File: src/rtl/sfu_accbuf.sv
// Per-column partial-sum accumulator buffer: accumulate, ReLU and signed-max
// reduction per entry, with a one-deep output register emitted on the last beat.
module sfu_accbuf #(
    parameter int unsigned PSUM_BW = 16,
    parameter int unsigned COL     = 8,
    parameter int unsigned DEPTH   = 16,
    parameter int unsigned AW      = $clog2(DEPTH)
) (
    input  logic                   clk,
    input  logic                   reset,
    input  logic                   flush,
    input  logic                   in_valid,
    output logic                   in_ready,
    input  logic [PSUM_BW*COL-1:0] in_psum,
    input  logic [AW-1:0]          in_addr,
    input  logic [1:0]             in_mode,
    input  logic                   in_last,
    output logic                   out_valid,
    input  logic                   out_ready,
    output logic [PSUM_BW*COL-1:0] out_data,
    output logic [AW-1:0]          out_addr,
    output logic                   sat,
    output logic                   busy
);

    localparam int unsigned DW = PSUM_BW * COL;
    localparam logic [1:0] MODE_BYP  = 2'b00;
    localparam logic [1:0] MODE_RELU = 2'b10;
    localparam logic [1:0] MODE_MAX  = 2'b11;
    localparam logic [PSUM_BW-1:0] SMAX = {1'b0, {(PSUM_BW-1){1'b1}}};
    localparam logic [PSUM_BW-1:0] SMIN = {1'b1, {(PSUM_BW-1){1'b0}}};

    logic [DW-1:0]      acc_q [DEPTH];
    logic [DEPTH-1:0]   vld_q, vld_d;
    logic               sat_q, sat_d;
    logic               ov_q, ov_d;
    logic [DW-1:0]      od_q, od_d;
    logic [AW-1:0]      oa_q, oa_d;

    logic               accept;
    logic               is_acc;
    logic [DW-1:0]      upd_c;
    logic [DW-1:0]      relu_c;
    logic               ovf_c;
    logic [PSUM_BW-1:0] col_a, col_b, col_r;
    logic [PSUM_BW:0]   col_sum;

    // Reset gating keeps the input stalled while the block is held in reset.
    assign in_ready  = reset && (!ov_q || out_ready) && !flush;
    assign accept    = in_valid && in_ready;
    assign is_acc    = accept && (in_mode != MODE_BYP);
    assign out_valid = ov_q;
    assign out_data  = od_q;
    assign out_addr  = oa_q;
    assign sat       = sat_q;
    assign busy      = (|vld_q) || ov_q;

    // Per-column update of the addressed entry; an invalid entry simply loads the beat.
    always_comb begin
        upd_c   = '0;
        relu_c  = '0;
        ovf_c   = 1'b0;
        col_a   = '0;
        col_b   = '0;
        col_r   = '0;
        col_sum = '0;
        for (int c = 0; c < COL; c++) begin
            col_a   = acc_q[in_addr][c*PSUM_BW +: PSUM_BW];
            col_b   = in_psum[c*PSUM_BW +: PSUM_BW];
            col_sum = {col_a[PSUM_BW-1], col_a} + {col_b[PSUM_BW-1], col_b};
            col_r   = col_b;
            if (vld_q[in_addr]) begin
                if (in_mode == MODE_MAX) begin
                    col_r = ($signed(col_a) > $signed(col_b)) ? col_a : col_b;
                end else if (col_sum[PSUM_BW] != col_sum[PSUM_BW-1]) begin
                    col_r = col_sum[PSUM_BW] ? SMIN : SMAX;
                    ovf_c = 1'b1;
                end else begin
                    col_r = col_sum[PSUM_BW-1:0];
                end
            end
            upd_c[c*PSUM_BW +: PSUM_BW]  = col_r;
            relu_c[c*PSUM_BW +: PSUM_BW] = ((in_mode == MODE_RELU) && col_r[PSUM_BW-1]) ? '0 : col_r;
        end
    end

    // Next state for entry-valid bits, sticky saturation and the output register.
    always_comb begin
        vld_d = vld_q;
        sat_d = sat_q;
        ov_d  = ov_q;
        od_d  = od_q;
        oa_d  = oa_q;
        if (flush) begin
            vld_d = '0;
            sat_d = 1'b0;
        end else if (is_acc) begin
            vld_d[in_addr] = !in_last;
            if (ovf_c) begin
                sat_d = 1'b1;
            end
        end
        if (accept && (in_mode == MODE_BYP)) begin
            ov_d = 1'b1;
            od_d = in_psum;
            oa_d = in_addr;
        end else if (is_acc && in_last) begin
            ov_d = 1'b1;
            od_d = relu_c;
            oa_d = in_addr;
        end else if (out_ready) begin
            ov_d = 1'b0;
        end
    end

    always_ff @(posedge clk or negedge reset) begin
        if (!reset) begin
            vld_q <= '0;
            sat_q <= 1'b0;
            ov_q  <= 1'b0;
            od_q  <= '0;
            oa_q  <= '0;
        end else begin
            vld_q <= vld_d;
            sat_q <= sat_d;
            ov_q  <= ov_d;
            od_q  <= od_d;
            oa_q  <= oa_d;
        end
    end

    // Accumulator contents need no reset; the valid bits qualify them.
    always_ff @(posedge clk) begin
        if (is_acc) begin
            acc_q[in_addr] <= upd_c;
        end
    end

endmodule
File: config.mk
export PLATFORM = sky130hd
export DESIGN_NAME = sfu_accbuf
export DESIGN_NICKNAME = d
export VERILOG_FILES = /design/src/rtl/sfu_accbuf.sv
export SDC_FILE = /design/constraint.sdc
export NUM_CORES = 2
export LEC_CHECK = 0
export CAP_MARGIN = 20
export CORE_MARGIN = 5
export CORE_UTILIZATION = 40
export DETAILED_ROUTE_END_ITERATION = 8
export GPL_TIMING_DRIVEN = 0
export PLACE_DENSITY_LB_ADDON = 0.15
export SLEW_MARGIN = 20
export SYNTH_ARGS = -nofsm -noshare
export SYNTH_HDL_FRONTEND = slang
export SYNTH_SLANG_ARGS = --single-unit
File: constraint.sdc
create_clock -name clk -period 11.1 [get_ports clk]
set_input_delay 3.33 -clock clk [delete_from_list [all_inputs] [get_ports clk]]
set_output_delay 3.33 -clock clk [all_outputs]
set_load 0.1 [all_outputs]
# Yosys cells after proc, flatten, opt, wreduce, memory -nomap -nowiden
# Memory sizes are Yosys's and may differ from the RTL's.
# Index checks and enable logic that the tools add are counted.
[totals]
output_inout_bits = 136
mem_count = 1
mem_bits_rw = 2048
reg_bits = 150
in_bits = 140
elab_cells = 153
[classes]
muxes = 91
reduce_logical = 28
add_sub_neg = 8
order_cmp = 10
n_eq_ne = 10
[mem_list]
columns = ["memory", "words", "width", "read_ports", "rd_clocked_by_memory_dff", "write_ports", "line_no", "text"]
rows = [
  ["acc_q", 16, 128, 1, 0, 1, "33", "logic [DW-1:0] acc_q [DEPTH];"],
]
[ops]
columns = ["op", "count"]
rows = [
  ["16-bit 2-to-1 mux", 50],
  ["128-bit 2-to-1 mux", 2],
  ["16-bit by 16-bit adder with 17-bit output", 8],
  ["16-bit > comparator", 8],
  ["1-bit 2-to-1 mux", 34],
  ["16-bit bitwise mux", 1],
  ["16-bit OR reduction", 1],
  ["1-bit logical AND", 15],
  ["4-bit 2-to-1 mux", 2],
  ["1-bit != test", 8],
  ["2-bit nonzero test", 4],
  ["4-bit by 5-bit < comparator with 1-bit output, second input constant", 1],
  ["1-bit binary-select mux with 4-bit select", 1],
  ["1-bit demux with 4-bit select", 1],
  ["2-bit equality test, second input constant", 2],
  ["4-bit by 1-bit greater-or-equal comparator with 1-bit output, second input constant", 1],
  ["1-bit zero test", 3],
  ["3-bit nonzero test", 1],
  ["2-bit zero test", 1],
  ["1-bit logical OR", 2],
  ["2-bit AND reduction", 1],
]

# Depth between registers and ports, before layout
# An unclocked memory read counts as a cell.
[logic_depth]
ltp_word = 30
ltp_mapped = 25
mapped_depth_nobuf = 18

# Least setup slack after synthesis
# No wires, ideal clock.
[synth_timing]
path_type = "input to register"
start = "input in_addr[0]"
end = "register vld_q[0]"
setup_ps = 509
t_arrival_ps = 14151
path_slack_ps = -3560
cell_stages = 9
required_ps = 10591
path_buffers = 6
path_cell_list = "buf_4 buf_4 buf_4 buf_2 buf_2 buf_4 or3_1 nor3_1 a211oi_1"
[synth_via]
elab_chain_cells = 7
word_cells_on_any_way = 8
cone_classes = "order compare (2); mux (5); reduce/logical (1)"
[synth_lines]
columns = ["item", "line_no", "text"]
rows = [
  ["from (decl)", "15", "input logic [AW-1:0] in_addr,"],
  ["4-bit by 5-bit < comparator with 1-bit output (implied by the code) or 4-bit by 1-bit greater-or-equal comparator with 1-bit output (tied branches)", "98", "vld_d[in_addr] = !in_last;"],
  ["1-bit logical AND (implied by the code)", "98", ""],
  ["1-bit 2-to-1 mux (implied by the code)", "98", ""],
  ["1-bit demux with 4-bit select *", "98", ""],
  ["16-bit bitwise mux *", "98", ""],
  ["16-bit 2-to-1 mux *", "97", "end else if (is_acc) begin"],
  ["16-bit 2-to-1 mux *", "94", "if (flush) begin"],
  ["to (signal assigned)", "124", "vld_q <= vld_d;"],
  ["to (decl)", "34", "logic [DEPTH-1:0] vld_q, vld_d;"],
]
# Mark *: on every way between the ends. The rest lies on a longest branch, timed or not. The select of a mux whose other input is x is not followed.
# A chain may end at the register's enable or synchronous reset.

# Worst setup path after layout
[layout_timing]
start = "input in_addr[3]"
end = "register sat_q (netlist: sat)"
[layout_via]
elab_chain_cells = 29
word_cells_on_any_way = 45
cone_classes = "add/sub (8); eq/ne (8); mux (26); reduce/logical (2); memory (1)"
[layout_lines]
columns = ["item", "line_no", "text"]
rows = [
  ["memory 16 x 128 bit", "-", ""],
  ["16-bit by 16-bit adder with 17-bit output", "70", "col_sum = {col_a[PSUM_BW-1], col_a} + {col_b[PSUM_BW-1], col_b};"],
  ["1-bit != test", "75", "end else if (col_sum[PSUM_BW] != col_sum[PSUM_BW-1]) begin"],
  ["1-bit 2-to-1 mux", "75", ""],
  ["1-bit 2-to-1 mux", "73", "if (in_mode == MODE_MAX) begin"],
  ["1-bit 2-to-1 mux", "72", "if (vld_q[in_addr]) begin"],
  ["1-bit 2-to-1 mux", "75", ""],
  ["1-bit 2-to-1 mux", "73", ""],
  ["[... 13 more ...]", "-", ""],
  ["1-bit 2-to-1 mux", "75", ""],
  ["1-bit 2-to-1 mux", "73", ""],
  ["1-bit 2-to-1 mux", "72", ""],
  ["1-bit 2-to-1 mux", "75", ""],
  ["1-bit 2-to-1 mux", "73", ""],
  ["1-bit 2-to-1 mux *", "72", ""],
  ["2-bit nonzero test (no source line) *", "-", ""],
  ["2-bit AND reduction (no source line) *", "-", ""],
  ["to (signal assigned)", "125", "sat_q <= sat_d;"],
  ["to (decl)", "35", "logic sat_q, sat_d;"],
]
# Marked as above.

==> results by group <==
Outcome
  – Status: finished with violations
  – Violations in the final reports: setup timing

GRT
  – First-pass GRT wire length: 464000 um
  – Initial antenna violation count: 36
  – Largest net degree at the start of global routing: 65
  – Total grt overflow: 0
  – Vias in the first global route: 57500
  – Overall Global Routing Usage: 26.4%

Drt
  – Average wire per standard cell: 35.0 um
  – Vias: 58900
  – Initial DRT Pass Iterations: 5
  – Post-DRT Antenna Nets: 0
  – Total wire length: 337000 um
  – Iteration-0 DRC Markers: 7754
  – # DRC: 0
  – Number of vias per cell: 6.12

Die
  – Row count: 180
  – Initial core utilization: 40.3%
  – Number of I/O pins: 276
  – Die width: 503 um
  – Die Span Y: 503 um
  – Die area: 253000 um2
  – Core Footprint: 241000 um2

Setup path
  – Worst setup path class: in2reg
  – CP Data Required Time: 11860 ps
  – Worst reg2reg path depth: 14
  – Crit-path max FO: 10
  – Crit end category: register
  – Arrival @ worst endpoint: 11880 ps
  – Startpoint Class: primary input

Synth
  – Top FF cell, synth: edfxtp_1
  – Post-synth top area share: 63.4%
  – Synth unique cells: 103
  – Yosys reg bits: 2198
  – Post-synthesis sequential area ratio: 67.2%
  – Synth top area cells: edfxtp_1 (63%), mux4_2 (15%), dfrtp_1 (3.9%)
  – Post-Syn Nets: 5951
  – Mapped cell area: 97100 um2
  – Synth warnings: 0
  – Number of flops mapped to enable cells by yosys: 2048
  – Average instance area after synthesis: 17.5 um2
  – Post-synth ARST share: 6.82%
  – Synthesized instance count: 5544
  – Largest area contributor in the netlist: edfxtp_1

Power and ir drop
  – Max rail drop VDD: 164 uV
  – Pwr Density: 182 nW/um2
  – Power Total: 20.9 mW
  – Pleak: 39.2 nW

CTS
  – Post-CTS Hold Buffers: 0
  – Clk buf depth: 3
  – Clock-pin transition on the worst setup and hold timing paths: 60 ps
  – CTS root buffer: clkbuf_16
  – Post-cts sizing count: 0
  – Clock Latency Late Sink: 880 ps
  – Setup Buffers After CTS: 0
  – CTS tree: done
  – Num CTS Buffers: 221
  – Htree depth: 4
  – CTS sink count: 2198

Timing
  – Fmax: 89.9 MHz
  – Worst-Margin Slew: 1320 ps
  – Setup WS post-layout: -19.7 ps
  – Slew margin rel.: 11.0%
  – RSZ-0062 raised after global routing: no
  – Worst hold slack: 495 ps
  – Max Slew Vio Count: 0
  – Final cycle utilization of the critical path: 100%
  – Final Hold Viols: 0
  – Worst Skew: 61.9 ps
  – Final min period: 11120 ps
  – Finish-stage setup viols: 1

Flow run
  – Max Cap Viol: 0

Placement
  – Dpl hpwl: 238000 um
  – Setup WS pre-CTS: -837 ps
  – Gpl congestion: 0.914
  – IO buf count: 270

Final layout
  – Area grow syn2layout: 18.7%
  – Fill count: 20300
  – Sequential Area: 65300 um2
  – Layout cell share with drive strength beyond 1: 22.7%
  – Fin nets: 6629
  – Final core utilization: 47.8%
  – Multi-input gate area: 30000 um2

Min path
  – Hold Crit Class: reg2reg
  – Hold depth: 2
cells in the mapped netlist (24+ instances only):
cell       instances
edfxtp_1        2048
nor4_1            25
buf_2             89
a2bb2oi_1         24
nor3_1            33
nand2b_1          41
a22oi_1           28
xnor2_1           74
o31ai_1           30
mux4_2           631
nand3_1           36
o22ai_1           35
clkbuf_1         145
o21bai_1          25
ha_1             259
a221oi_1          24
a211oi_1          42
nand2_1          173
nor2b_1           32
or3_1             27
a221o_1           65
and3_1            92
dfrtp_1          150
inv_1            259
a21oi_1          211
mux2i_1           70
nor2_1           310
o211ai_1          36
o21ai_0          112
buf_1             30
final timing paths:
kind	from	end	slack, ps
worst max register to register	acc_q[7][4]	sat	4700
max in group asynchronous	reset	out_data[58]	7560
worst max-delay path	in_addr[3]	sat	-20
worst min register to register	out_data[117]	out_data[117]	500
worst min-delay path	out_data[117]	out_data[117]	500
min in group asynchronous	reset	out_data[107]	2370
state kept, by name (all words and copies together), names as in the netlist:
| name | count |
|---|---|
| out_addr | 4 |
| out_data | 128 |
| vld_q | 16 |
| out_valid | 1 |
| sat | 1 |
| acc_q | 2048 |
metal layers:
layer  GRT usage (%)  wire length, um
met4            9.02            12300
met3            6.00            30900
met2            40.8           155000
met1            37.0           139000
met5               0               90
metrics by stage:
| step | area (um2) | setup TNS [ps] | instances |
|---|---|---|---|
| after global routing | 115000 | 0 | 9610 |
| after detailed placement | 108000 | -307620 | 9182 |
| after floorplan | 97100 | 0 | 5544 |
| after CTS | 115000 | 0 | 9599 |
| after global placement | 104000 | - | 8999 |
| final | 115000 | -19.7 | 9622 |
cell usage in the layout, fill, tap and decap left out, types with 24 or more instances in the layout:
cell type | Yosys | routed
ha_1 | 259 | 259
nand2_1 | 173 | 173
nor2_1 | 310 | 297
a211oi_1 | 42 | 41
o21ai_0 | 112 | 87
buf_4 | 14 | 34
buf_12 | 0 | 51
o31ai_1 | 30 | 26
nor4_1 | 25 | 25
xnor2_1 | 74 | 74
clkbuf_1 | 145 | 150
clkbuf_16 | 0 | 224
clkinv_1 | 0 | 43
o211ai_1 | 36 | 36
a221oi_1 | 24 | 24
clkinv_2 | 0 | 42
buf_2 | 89 | 103
buf_16 | 0 | 56
clkdlybuf4s50_1 | 0 | 268
mux4_2 | 631 | 631
buf_8 | 0 | 41
or3_1 | 27 | 27
nor2b_1 | 32 | 32
inv_1 | 259 | 256
a21oi_1 | 211 | 207
nand2b_1 | 41 | 41
o21ai_1 | 10 | 30
nand3_1 | 36 | 36
clkbuf_2 | 1 | 39
dfrtp_1 | 150 | 150
and3_1 | 92 | 92
mux2i_1 | 70 | 68
edfxtp_1 | 2048 | 2048
nor3_1 | 33 | 30
a22oi_1 | 28 | 28
a221o_1 | 65 | 65
o22ai_1 | 35 | 25
worst max-delay path, stage by stage:
cell             delay, ps
clkdlybuf4s50_1        650
clkbuf_1               760
clkdlybuf4s15_1        870
clkbuf_1               870
mux4_2                 540
ha_1                   310
clkbuf_1               190
or4_1                  610
a2111oi_1              570
o32ai_1                240
o22ai_1                260
inv_1                  130
ha_1                   380
a21oi_1                400
nor4b_1               1100
o2111ai_1              350
o21a_1                 270
cell type report:
type | instances | share of cell area (%)
buffer | 281 | 1.14
tap | 3185 | 3.46
clock inverter | 138 | 1.22
multi-input combinational | 2801 | 26.1
inverter | 263 | 0.877
sequential | 2198 | 56.6
timing repair buffer | 456 | 5.41
antenna | 21 | 0.0456
clock buffer | 279 | 5.14
report_power, final:
group          internal [mW]  switching, mW
Sequential              9.43          0.190
Clock                   4.26           3.30
Combinational           1.09           2.64
Total                   14.8           6.13
kinds of logic (layout without fill, tap and decap cells):
family	Yosys count	after routing	synth area share [%]
compound gates	859	859	6.26
xor+xnor	96	96	0.866
fa+ha+maj	268	268	3.51
buf+inv	545	1417	2.30
flops	2198	2198	67.2
mux	710	710	15.5
other cells	0	21	0
simple gates	868	868	4.38
Power figures use the tool's default switching activity.
